File: src/rtl/ext_bus_ctrl.sv
// Byte-serial controller for the board's 8-bit multiplexed address/data bus; expands one request into ADDR0/ADDR1/ACCESS cycles per byte.
// Optional macro BUS_TURNAROUND_EN inserts a one-cycle RECOVER state after every ACCESS.
module ext_bus_ctrl #(
  parameter int WAIT_STATES = 1,
  parameter int ROM_SEL_BIT = 16
) (
  input  logic        clk,
  input  logic        nrst,
  input  logic [23:0] address,
  input  logic        read,
  input  logic        write,
  input  logic [31:0] dataIn,
  input  logic [2:0]  byteCount,
  output logic [31:0] dataOut,
  output logic        dataInReady,
  output logic        dataOutReady,
  input  logic [7:0]  busIn,
  output logic [7:0]  busOut,
  output logic        busOe,
  output logic        addressLatch0,
  output logic        addressLatch1,
  output logic        ramCe,
  output logic        ramRd,
  output logic        ramWr,
  output logic        romCe,
  output logic        romRd
);

  typedef enum logic [2:0] {
    S_IDLE, S_ADDR0, S_ADDR1, S_ACCESS, S_RECOVER, S_DONE
  } state_t;

  state_t      state, state_n;
  logic [15:0] base_addr, base_n;
  logic [1:0]  idx, idx_n;
  logic [1:0]  last, last_n;
  logic        is_wr, wr_n;
  logic        is_rom, rom_n;
  logic [31:0] wdata, wdat_n;
  logic [3:0]  wait_cnt, cnt_n;
  logic        clr_dout;

  logic [15:0] cur_addr_n;
  logic [7:0]  bus_out_n;
  logic        bus_oe_n, al0_n, al1_n;
  logic        ram_ce_n, ram_rd_n, ram_wr_n, rom_ce_n, rom_rd_n;
  logic        in_rdy_n, out_rdy_n;

  logic unused_addr;
  assign unused_addr = ^address[23:16];

  function automatic logic [1:0] last_index(input logic [2:0] bc);
    case (bc)
      3'd0, 3'd1: last_index = 2'd0;
      3'd2:       last_index = 2'd1;
      3'd3:       last_index = 2'd2;
      default:    last_index = 2'd3;
    endcase
  endfunction

  always_comb begin
    state_n  = state;
    base_n   = base_addr;
    idx_n    = idx;
    last_n   = last;
    wr_n     = is_wr;
    rom_n    = is_rom;
    wdat_n   = wdata;
    cnt_n    = wait_cnt;
    clr_dout = 1'b0;
    case (state)
      S_IDLE: begin
        if (read || write) begin
          state_n  = S_ADDR0;
          base_n   = address[15:0];
          idx_n    = 2'd0;
          last_n   = last_index(byteCount);
          wr_n     = !read;
          rom_n    = address[ROM_SEL_BIT];
          wdat_n   = dataIn;
          clr_dout = 1'b1;
        end
      end
      S_ADDR0: state_n = S_ADDR1;
      S_ADDR1: begin
        state_n = S_ACCESS;
        cnt_n   = 4'(WAIT_STATES);
      end
      S_ACCESS: begin
        if (wait_cnt != 4'd0) begin
          cnt_n = wait_cnt - 4'd1;
        end else begin
`ifdef BUS_TURNAROUND_EN
          state_n = S_RECOVER;
`else
          if (idx == last) begin
            state_n = S_DONE;
          end else begin
            state_n = S_ADDR0;
            idx_n   = idx + 2'd1;
          end
`endif
        end
      end
      S_RECOVER: begin
        if (idx == last) begin
          state_n = S_DONE;
        end else begin
          state_n = S_ADDR0;
          idx_n   = idx + 2'd1;
        end
      end
      S_DONE:  state_n = S_IDLE;
      default: state_n = S_IDLE;
    endcase
  end

  // Outputs are decoded from the next state so they are registered alongside it.
  always_comb begin
    cur_addr_n = base_n + {14'd0, idx_n};
    bus_out_n  = 8'd0;
    bus_oe_n   = 1'b0;
    al0_n      = 1'b0;
    al1_n      = 1'b0;
    ram_ce_n   = 1'b0;
    ram_rd_n   = 1'b0;
    ram_wr_n   = 1'b0;
    rom_ce_n   = 1'b0;
    rom_rd_n   = 1'b0;
    in_rdy_n   = 1'b0;
    out_rdy_n  = 1'b0;
    case (state_n)
      S_ADDR0: begin
        bus_oe_n  = 1'b1;
        bus_out_n = cur_addr_n[7:0];
        al0_n     = 1'b1;
      end
      S_ADDR1: begin
        bus_oe_n  = 1'b1;
        bus_out_n = cur_addr_n[15:8];
        al1_n     = 1'b1;
      end
      S_ACCESS: begin
        if (rom_n) begin
          // ROM writes are silently skipped but keep their bus timing.
          if (!wr_n) begin
            rom_ce_n = 1'b1;
            rom_rd_n = 1'b1;
          end
        end else begin
          ram_ce_n = 1'b1;
          if (wr_n) begin
            ram_wr_n  = 1'b1;
            bus_oe_n  = 1'b1;
            bus_out_n = wdat_n[{idx_n, 3'b000} +: 8];
          end else begin
            ram_rd_n = 1'b1;
          end
        end
      end
      S_DONE: begin
        in_rdy_n  = !wr_n;
        out_rdy_n = wr_n;
      end
      default: ;
    endcase
  end

  always_ff @(posedge clk or negedge nrst) begin
    if (!nrst) begin
      state         <= S_IDLE;
      base_addr     <= 16'd0;
      idx           <= 2'd0;
      last          <= 2'd0;
      is_wr         <= 1'b0;
      is_rom        <= 1'b0;
      wdata         <= 32'd0;
      wait_cnt      <= 4'd0;
      dataOut       <= 32'd0;
      dataInReady   <= 1'b0;
      dataOutReady  <= 1'b0;
      busOut        <= 8'd0;
      busOe         <= 1'b0;
      addressLatch0 <= 1'b0;
      addressLatch1 <= 1'b0;
      ramCe         <= 1'b0;
      ramRd         <= 1'b0;
      ramWr         <= 1'b0;
      romCe         <= 1'b0;
      romRd         <= 1'b0;
    end else begin
      state         <= state_n;
      base_addr     <= base_n;
      idx           <= idx_n;
      last          <= last_n;
      is_wr         <= wr_n;
      is_rom        <= rom_n;
      wdata         <= wdat_n;
      wait_cnt      <= cnt_n;
      dataInReady   <= in_rdy_n;
      dataOutReady  <= out_rdy_n;
      busOut        <= bus_out_n;
      busOe         <= bus_oe_n;
      addressLatch0 <= al0_n;
      addressLatch1 <= al1_n;
      ramCe         <= ram_ce_n;
      ramRd         <= ram_rd_n;
      ramWr         <= ram_wr_n;
      romCe         <= rom_ce_n;
      romRd         <= rom_rd_n;
      if (clr_dout) begin
        dataOut <= 32'd0;
      end else if (state == S_ACCESS && wait_cnt == 4'd0 && !is_wr) begin
        dataOut[{idx, 3'b000} +: 8] <= busIn;
      end
    end
  end

endmodule
File: config.mk
export PLATFORM = sky130hd
export DESIGN_NAME = ext_bus_ctrl
export DESIGN_NICKNAME = d
export VERILOG_FILES = /design/src/rtl/ext_bus_ctrl.sv
export SDC_FILE = /design/constraint.sdc
export NUM_CORES = 1
export LEC_CHECK = 0
export CORE_AREA = 3 3 126 128
export CTS_CLUSTER_DIAMETER = 100
export DETAILED_ROUTE_END_ITERATION = 10
export DIE_AREA = 0 0 129 131
export PLACE_DENSITY = 0.65
export SLEW_MARGIN = 20
export SYNTH_ARGS = -nofsm -noshare
export SYNTH_HDL_FRONTEND = slang
export SYNTH_SLANG_ARGS = --single-unit
File: constraint.sdc
create_clock -name clk -period 7.45 [get_ports clk]
set_input_delay 1.8625 -clock clk [delete_from_list [all_inputs] [get_ports clk]]
set_output_delay 1.8625 -clock clk [all_outputs]
set_load 0.05 [all_outputs]
== After elaboration in Yosys (flattened, before gate mapping) ==
Index checks and enable logic that the tools add are counted.
Storage, ports and cells
  word-level logic and storage cells: 97
  input port bits: 71
  output and inout bits: 50
  register bits after elaboration: 110
Operators by class
  multiplexer cells: 42
  shift operators: 3
  add/sub/neg operators: 4
  equality and inequality tests: 13
  reductions and logical operators: 16
Operator list (count)
  $mux 32: 4
  $bwmux 32: 1
  $mux 16: 2
  $shift 8x7->32 const A: 1
  $shiftx 32x6->8: 1
  $shiftx 8x7->32: 1
  $pmux 8 s3: 1
  $mux 1: 20
  $eq 3x2->1 const B: 6
  $add 16x2->16: 1
  $mux 8: 2
  $pmux 3 s5: 1
  $pmux 2 s3: 2
  $eq 3x1->1 const B: 3
  $mux 3: 3
  $pmux 4 s2: 1
  $neg 5->7: 1
  $eq 3x3->1 const B: 2
  $logic_not 3->1: 2
  $mux 2: 3
  $logic_not 4->1: 1
  $mux 4: 1
  $reduce_and 2->1: 2
  $reduce_bool 2->1: 2
  other kinds (10): 14

== Depth between registers and ports, before layout ==
  depth in word-level cells: 8
  mapped depth: 17
  mapped depth without buffers: 15

== Worst setup path after synthesis ==
No wires, ideal clock.
  path type: input -> register
  start point: input port read
  end point: register busOut[4]
  required time: 7.319 ns
  arrival: 4.855 ns
  slack: 2.464 ns
  library setup time: 0.131 ns
  stages: 14
  path buffers: 3
  path through: or2_2 nand2_1 clkbuf_1 clkbuf_1 clkbuf_1 nand2_1 nand2_1 ha_1 inv_1 fa_1 nor4_1 xnor2_1 o22ai_1 or3_1
On the way
  elaborated cells between the ends (all ways): 22
  classes of those cells: add/sub: 1; eq/ne: 3; shift: 1; mux: 15; reduce/logical: 2
RTL lines
  start: declaration: RTL line 10  | input logic read,
  $logic_or 1x1->1: RTL line 73  | if (read || write) begin
  $mux 16: RTL line 73
  $mux 16: RTL line 71  | case (state)
  named net base_n[0]: RTL line 34  | logic [15:0] base_addr, base_n;
  $add 16x2->16: RTL line 120  | cur_addr_n = base_n + {14'd0, idx_n};
  $pmux 8 s3: RTL line 132  | case (state_n)
  named net bus_out_n[4]: RTL line 44  | logic [7:0] bus_out_n;
  end signal: assignment: RTL line 202  | busOut <= bus_out_n;
  end: declaration: RTL line 18  | output logic [7:0] busOut,
The timed path passes the listed nets, and every way through them passes these cells.
A chain may end at the register's enable or synchronous reset.

== Worst setup path after layout ==
  start point: input port write
  end point: register busOut[7]
On the way
  cells in the longest elaborated chain, start to end: 7
  elaborated cells between the ends (all ways): 21
  classes of those cells: add/sub: 1; eq/ne: 3; shift: 1; mux: 15; reduce/logical: 1
RTL lines
  start: declaration: RTL line 11  | input logic write,
  $logic_or 1x1->1 (*): RTL line 73
  $mux 2 (*): RTL line 73
  $pmux 2 s3 (*): RTL line 71
  named net idx_n[1]: RTL line 35  | logic [1:0] idx, idx_n;
  $shiftx 32x6->8: RTL line 155  | bus_out_n = wdat_n[{idx_n, 3'b000} +: 8];
  $mux 8: RTL line 152  | if (wr_n) begin
  $mux 8: RTL line 144  | if (rom_n) begin
  $pmux 8 s3 (*): RTL line 132
  named net bus_out_n[7]: RTL line 44
Mark *: on every way through the listed nets, which the timed path passes. The rest lies on a longest branch.

==> results.py <==
metrics = {
    "status": {
        "status": "completed",
    },
    "cells_and_area": {
        "fill_cells": 1426,
        "nets": 706,
        "synthToLayoutAreaGrowth_pct": 31.2,
        "final_layout_size_suffix_gt1_share_pct": 5.38,
        "final_util_pct": 44.9,
        "diodes": 0,
    },
    "synth": {
        "netlist_area_um2": 5130,
        "synth_seq_cells": 110,
        "async_reset_ff_share_pct": 100,
        "synth_edf_count": 0,
        "synth_cells": 519,
        "syn_area_per_cell_um2": 9.88,
        "synth.yosys.seq_area_share_pct": 53.7,
        "yosysWarningCount": 0,
        "synth_nets": 598,
        "synth_ff_type": "dfrtp_1",
        "synth.distinct_cells": 53,
    },
    "floorplan": {
        "ioPinCount": 121,
        "design.core.area_um2": 15000,
        "die_h_um": 131,
        "start_util_pct": 34.3,
        "die_area_um2": 16900,
        "std_cell_rows": 45,
        "die_w_um": 129,
    },
    "clocking": {
        "cts_sinks": 110,
        "htree_levels": 3,
        "numCtsBuffers": 9,
        "clk_path_buf_depth": 2,
        "post_cts_resize_count": 0,
        "clockRootBuffer": "clkbuf_16",
        "path_clk_slew_ns": 0.08,
        "tritoncts": "yes",
        "hold_buffers": 0,
        "clkLatencyLatePin_ns": 0.35,
        "post_cts_buffers": 0,
    },
    "setup_path": {
        "worstReg2RegStart": "idx[0]",
        "startpoint_type": "primary input",
        "rr_worst_depth": 14,
        "critPathRequiredTime_ns": 7.68,
        "cp_top_family": "compound AO/OA/AOI/OAI gates",
        "crit_path_frequent_cell": "o21ai_0",
        "path_cells": "clkdlybuf4s50_1, or2_2, o21ai_0, and2_4, a221oi_4, inv_2, ha_1, a21o_1, o21ai_0, nor4b_1, xnor2_1, o22ai_1, or3_1",
        "crit_path_end_kind": "flip-flop",
        "cp.arrival_ns": 5.75,
        "r2r_slack_ns": 2.79,
        "timing.rr.end": "busOut[7]",
        "cp_slowest_stage_delay_ns": 0.65,
        "crit_path_max_fanout": 10,
        "cp.buffers_inverters": 2,
        "critPathKind": "primary input to flip-flop",
        "slowest_stage": "a221oi_4",
    },
    "sta": {
        "max_slew_margin_pct": 36.0,
        "fin_crit_sh_pct": 74.0,
        "tns_ns": 0,
        "hold_viol_final": 0,
        "timing.fmax_mhz": 181,
        "drv_slew": 0,
        "fin_worst_skew_ns": 0.0103,
        "rsz0062_at_grt": "no",
        "worstMarginPinSlew_ns": 0.960,
        "fin_crit_ns": 5.51,
        "setup_violations": 0,
    },
    "pwr": {
        "p_leak_nw": 3.11,
        "ir_drop_mv": 0.231,
        "cellPowerDensity_nw_per_um2": 392,
    },
    "grt": {
        "grt_max_degree": 77,
        "grt_pass1_vias": 4192,
        "grt_usage_pct": 16.2,
        "grt_pass1_wl_um": 21600,
        "antenna_found_initial": 0,
        "overflow": 0,
    },
    "routing": {
        "routedWlPerCell_um": 16.6,
        "drt-total-wl_um": 13600,
        "via_count": 4212,
        "drcViolationCount": 0,
        "dr.pass1.iters": 5,
        "vias_per_cell": 5.14,
        "ant_nets": 0,
        "drtIter0Drc": 313,
    },
    "job": {
        "cap_violations": 0,
    },
    "hold_path": {
        "hold_class": "flip-flop to flip-flop",
        "holdPathEnd": "wdata[24]",
        "hold_depth": 2,
        "min_from": "wdata[24]",
    },
    "placement": {
        "gp_congestion": 0.842,
        "hpwl_um": 10100,
        "place.port_buffers": 113,
    },
}
[report_power, final]
| group | leakage, nW | switching [W] | internal [W] |
|---|---|---|---|
| registers | 1.42 | 0.000135 | 0.000807 |
| clock network | 0.152 | 0.000223 | 0.000274 |
| logic | 1.54 | 0.000761 | 0.000436 |
[worst max-delay path by stage]
| stage | startpoint | to | slack (ns) | cells after the start |
|---|---|---|---|---|
| 2_1_floorplan | read | busOut[4] | 2.46 | 14 |
| 3_3_place_gp | read | busOut[7] | 1.53 | 13 |
| 3_5_place_dp | write | busOut[7] | 1.48 | 13 |
| 4_1_cts | write | busOut[7] | 1.85 | 13 |
| 5_1_grt | read | busOut[6] | 1.69 | 13 |
| 6_report | write | busOut[7] | 1.94 | 13 |
[per-layer routing]
| layer | global-route usage, % | vias to the layer above | wire length (um) |
|---|---|---|---|
| met5 | 0 | - | 0 |
| met2 | 27.3 | 124 | 6610 |
| met3 | 2.89 | 23 | 647 |
| li1 | - | 2012 | - |
| met4 | 5.44 | 0 | 263 |
| met1 | 21.3 | 2053 | 6120 |
[worst register-to-register path, cell delays in order, from the launching register on]
cell	delay [ns]
dfrtp_1	0.59
inv_1	0.14
ha_1	0.42
and2_1	0.20
a222oi_1	0.33
nor3b_1	0.14
a221oi_4	0.58
inv_2	0.25
ha_1	0.35
a21o_1	0.22
o21ai_0	0.23
nor4b_1	0.40
xnor2_1	0.17
o22ai_1	0.13
or3_1	0.40
[sequential cells by signal (all words and copies together), names as in the netlist]
signal         flops
is_rom             1
state              3
dataOut           32
ramCe              1
addressLatch0      1
addressLatch1      1
busOut             8
idx                2
dataOutReady       1
busOe              1
ramWr              1
last               2
romRd              1
base_addr         16
wait_cnt           4
wdata             32
ramRd              1
is_wr              1
dataInReady        1
[layout by cell type (no fill, tap or decap), types with 9 or more instances in the layout]
| master | count |
|---|---|
| inv_1 | 13 |
| nor2_1 | 18 |
| nand4_1 | 9 |
| mux2i_1 | 21 |
| clkdlybuf4s50_1 | 112 |
| nor3_1 | 18 |
| nand3_1 | 10 |
| dfrtp_1 | 110 |
| nand2_1 | 161 |
| xnor2_1 | 12 |
| a22o_1 | 31 |
| clkbuf_16 | 9 |
| o21ai_0 | 11 |
| a21oi_1 | 15 |
[layout make-up]
class | instances | area (um2) | share of cell area, %
Clock buffer | 11 | 243 | 3.61
Clock inverter | 5 | 63.8 | 0.948
Inverter | 15 | 56.3 | 0.836
Multi-Input combinational cell | 375 | 2230 | 33.1
Sequential cell | 110 | 2750 | 40.9
Tap cell | 188 | 235 | 3.49
Timing Repair Buffer | 116 | 1150 | 17.1
[cell usage after synthesis, types with 2 or more instances]
master	n	area (um2)
a41oi_1	2	17.5
a21o_1	3	22.5
xnor2_1	12	105
mux2i_1	21	210
dfrtp_1	110	2750
o31ai_1	2	15.0
mux2_2	2	22.5
nand3_1	10	50.1
buf_2	7	35.0
inv_1	13	48.8
nor3_1	18	90.1
nand2_1	162	608
nand4_1	9	56.3
and2_1	2	12.5
nand2b_1	2	12.5
inv_2	2	7.51
a21boi_0	2	15.0
o21ai_0	11	55.1
buf_4	2	15.0
clkbuf_1	5	18.8
nor3b_1	2	15.0
o22ai_1	6	37.5
or3_1	8	50.1
a21oi_1	15	75.1
a22o_1	31	272
ha_1	7	87.6
xor2_1	4	35.0
or4_1	2	15.0
nor4_1	3	18.8
nor2_1	18	67.6
buf_1	4	15.0
[cell families (layout without fill, tap and decap cells)]
logic type                 after synthesis  count (layout)  share of synthesized area [%]
adders and majority gates                8               8                           2.10
muxes                                   23              23                           4.54
xor gates and xnor gates                16              16                           2.73
and+or+nand+nor                        244             244                           21.0
DFF                                    110             110                           53.7
buffers and inverters                   34             147                           3.02
AOI/OAI and AO/OA                       84              84                           12.9
[metrics by stage]
step,std cells,total power [W],hold WS [ns],setup WS [ns],instance area (um2)
after floorplan,519,0.00179,0.440,2.46,5130
after global placement,804,0.00212,0.455,1.53,6420
after detailed placement,804,0.00216,0.462,1.48,6420
after CTS,820,0.00266,0.480,1.85,6730
after global routing,820,0.00281,0.504,1.69,6730
final,820,0.00264,0.479,1.94,6730
(Power assumes the default switching activity.)
==> edit 1, RTL diff (same flow settings) <==
Make the reset (`nrst`) synchronous in one clocked block.
--- a/src/rtl/ext_bus_ctrl.sv
+++ b/src/rtl/ext_bus_ctrl.sv
@@ -166,7 +166,7 @@
     endcase
   end
 
-  always_ff @(posedge clk or negedge nrst) begin
+  always_ff @(posedge clk) begin
     if (!nrst) begin
       state         <= S_IDLE;
       base_addr     <= 16'd0;
Formal check against the unedited RTL: differs if nrst is asserted again (counterexample within 4 cycles, from zero or initial values and one cycle with nrst low); with nrst held inactive, the same outputs for 10 cycles.
==> edit 1 against the original RTL <==
Routed wire length increased by 3.5%; maximum frequency increased by 4.7%; sequential cell count stayed put; synthesized area is 0.63% higher; setup slack improved by 250 ps; cell count is 12% higher; critical path depth stayed put; cell area fell by 0.82%; critical path type unchanged; highest routed layer unchanged.
Power is not compared: it rests on default switching activity, and its combinational part moved more than twofold at a synthesized area within 25%.
==> edit 1: results (changes against the original RTL) <==
synth cell count leaders - 141 x nand2_1, 110 x dfxtp_1, 83 x a21oi_1
GPL Wtd Cong - 0.811 (-3.7%)
relative slew slack - 31.2% (-4.9 points)
via/cell ratio - 5.09 (-0.93%)
DR vias - 4692 (+11%)
Mapped Avg Cell Area - 8.08 um2 (-18%)
top post-synthesis cells by area - dfxtp_1 43%, nand2_1 10%, a21oi_1 8.0%, nand3_1 4.5%, nor2_1 2.1%
post-synthesis xor/xnor area fraction - 2.88% (+0.15 points)
placed instance count - 908 (+13%)
clock skew - 14.7 ps (+4.38 ps)
fraction of registers with async set/reset - 0% (-100 points)
DR WL/cell - 15.3 um (-7.9%)
sequential share of the synthesized area - 42.7% (-11 points)
post-synthesis mux area share - 1.94% (-2.6 points)
vias in the first global route - 4452 (+6.2%)
status - completed
# nets final - 811 (+15%)
Post-synth top flop - dfxtp_1
fillers - 1511 (+6.0%)
R2R setup slack - 3560 ps (+770 ps)
HPWL after DPL - 10.1 mm (+0.67%)
Total Routing Usage GR - 17.1% (+0.89 points)
Yosys cell types - 69 (+30%)
Syn Nets - 719 (+20%)
first-pass GRT wire length - 23.0 mm (+6.4%)
WP data arrival - 5480 ps (-270 ps)
==> edit 1: changes by cell type after synthesis, sizes merged, moves of 6 or more <==
| cell | before | now |
|---|---|---|
| mux2i | 21 | 10 |
| and3 | 0 | 6 |
| nand3 | 10 | 47 |
| a21oi | 15 | 85 |
| nor2 | 19 | 31 |
| dfrtp | 110 | 0 |
| a22o | 31 | 0 |
| dfxtp | 0 | 110 |
| buf | 14 | 21 |
| o21ai | 11 | 17 |
| clkbuf | 5 | 14 |
| nand2 | 162 | 142 |
==> edit 1: report_power, final <==
part / total, W / switching [W] / internal, W / leakage [nW]
registers: 0.000671 / 0.0000353 / 0.000636 / 0.898
clock network: 0.000483 / 0.000216 / 0.000267 / 0.142
logic: 0.000350 / 0.000221 / 0.000129 / 1.31
total: 0.00150 / 0.000472 / 0.00103 / 2.35
==> edit 1: area by class of cell <==
class / instances / area [um2] / share of cell area, %
clock inverter: 3 / 43.8 / 0.656
multi-input combinational: 477 / 2740 / 41.0
timing repair buffer: 116 / 1150 / 17.3
inverter: 17 / 63.8 / 0.956
tap: 188 / 235 / 3.52
clock buffer: 11 / 243 / 3.64
sequential: 110 / 2200 / 33.0
==> edit 1: logic make-up after synthesis <==
family,after synthesis
xor gates and xnor gates,17
AOI/OAI and AO/OA,150
adders and majority gates,9
DFF,110
and+or+nand+nor,291
muxes,10
buffers and inverters,52
==> edit 1: worst min-delay path, stage by stage, from the launching register on <==
cell and delay (ps):
dfxtp_1 310, nand2_1 50, a21oi_1 50
==> edit 1: worst paths after layout <==
check,startpoint,endpoint,depth (start not counted)
worst max-delay path,read,busOut[4]$_SDFF_PN0_,13
worst min-delay path,dataOut[10]$_SDFFE_PP0P_,dataOut[10]$_SDFFE_PP0P_,2
worst min register to register,dataOut[10]$_SDFFE_PP0P_,dataOut[10]$_SDFFE_PP0P_,2
worst max register to register,wait_cnt[0]$_SDFFE_PN0P_,busOut[4]$_SDFF_PN0_,14
==> edit 1: through the flow <==
stage | worst slack [ps] | utilization, %
final | 2180 | 44.6
after global routing | 1940 | 44.6
after CTS | 2220 | 44.5
after detailed placement | 1840 | 42.6
after global placement | 1880 | 42.6
after floorplan | 2900 | -
==> edit 1: metal layers <==
metal / part of all wire [%] / global-route usage, % / vias up
met5: 0 / 0 / -
met4: 1.1 / 4.45 / 0
met3: 6.3 / 4.27 / 13
met2: 45 / 27.0 / 133
met1: 48 / 23.5 / 2140
li1: - / - / 2406
==> edit 2, RTL diff (same settings) <==
Without the edit above. Add a define of `BUS_TURNAROUND_EN`.
--- a/src/rtl/ext_bus_ctrl.sv
+++ b/src/rtl/ext_bus_ctrl.sv
@@ -1,5 +1,7 @@
 // Byte-serial controller for the board's 8-bit multiplexed address/data bus; expands one request into ADDR0/ADDR1/ACCESS cycles per byte.
 // Optional macro BUS_TURNAROUND_EN inserts a one-cycle RECOVER state after every ACCESS.
+`define BUS_TURNAROUND_EN
+
 module ext_bus_ctrl #(
   parameter int WAIT_STATES = 1,
   parameter int ROM_SEL_BIT = 16
Behaviour: not the same (a bounded check fails within 10 cycles, from zero or initial values and one cycle with nrst low).
==> edit 2 against the original RTL <==
Power down 3.5%; cell area up 2.9%; combinational power down 6%; critical path type unchanged; synthesized area up 4.4%; worst hold slack better by 5.2 ps; via count down 1.9%; count of clock-buffer cells in the layout down 2; sequential cell count unchanged; routed wire length up 1.0%; setup slack better by 640 ps; maximum frequency up 13%.
==> edit 2: results (changes against the original RTL) <==
status - completed
via/cell ratio - 5.25 (+2.2%)
sequential share of the synthesized area - 51.4% (-2.3 points)
Mapped Avg Cell Area - 11.0 um2 (+11%)
area of the multi-input gates - 2420 um2 (+8.5%)
Syn Nets - 566 (-5.4%)
Total Routing Usage GR - 16.6% (+0.34 points)
relative slew slack - 30.4% (-5.6 points)
top post-synthesis cells by area - dfrtp_1 51%, mux2_2 7.4%, nand2_1 5.7%, a22o_1 4.9%, nand3_1 2.0%
NonClk Buf Share - 16.7% (-0.38 points)
Yosys cell types - 62 (+17%)
HPWL after DPL - 9.88 mm (-1.8%)
R2R setup slack - 3440 ps (+650 ps)
multi-input logic cell count - 341 (-9.1%)
clock skew - 10.0 ps (-0.290 ps)
num sequential - 110 (unchanged)
initial DRC count - 386 (+23%)
met2 wire length - 6.59 mm (-0.30%)
Hold Slack - 484 ps (+5.24 ps)
vias in the first global route - 4086 (-2.5%)
Placed Instance Area - 6620 um2 (+3.1%)
leakage power - 2.97 nW (-4.4%)
synth cell count leaders - 110 x dfrtp_1, 82 x nand2_1, 35 x mux2_2
clock network area share - 4.42% (-0.13 points)
# nets final - 673 (-4.7%)
Worst Slack Setup Final - 2580 ps (+640 ps)
Setup Slack @ Placement - 2300 ps (+820 ps)
placed instance count - 771 (-4.1%)
DR WL met3 - 786 um (+21%)
clkbuf count - 9 (-2)
GPL Wtd Cong - 0.842 (about the same)
HP Start - wdata[14]$_DFF_PN0_
M1 WL - 6.23 mm (+1.8%)
nonclk buf count - 117 (+0.86%)
largest net degree at the start of global routing - 71 (-7.8%)
WP data arrival - 5110 ps (-640 ps)
## edit 2: cells by family (layout without fill, tap and decap cells)
logic type	Yosys count	after routing	synth area share [%]
adders and majority gates	8	8	2.01
AOI/OAI and AO/OA	108	108	15.6
muxes	43	43	9.08
DFF	110	110	51.4
buffers and inverters	36	148	3.62
xor gates and xnor gates	17	17	2.78
and+or+nand+nor	165	165	15.5
## edit 2: report_power, final
| part | leakage [nW] | total, W | internal (W) | switching (W) |
|---|---|---|---|---|
| registers | 1.41 | 0.000921 | 0.000799 | 0.000122 |
| clock network | 0.152 | 0.000491 | 0.000243 | 0.000249 |
| logic | 1.41 | 0.00113 | 0.000457 | 0.000673 |
| total | 2.97 | 0.00254 | 0.00150 | 0.00104 |
## edit 2: worst min-delay path, stage by stage (launching register included)
cell     delay, ps
dfrtp_1        350
nand2_1         50
nand2_1         60
## edit 2: layer usage
layer  track usage (%)  vias to the layer above
met5                 0                        -
met4              4.32                        0
met3              2.68                       12
met2              26.7                      143
met1              23.3                     2006
li1                  -                     1972
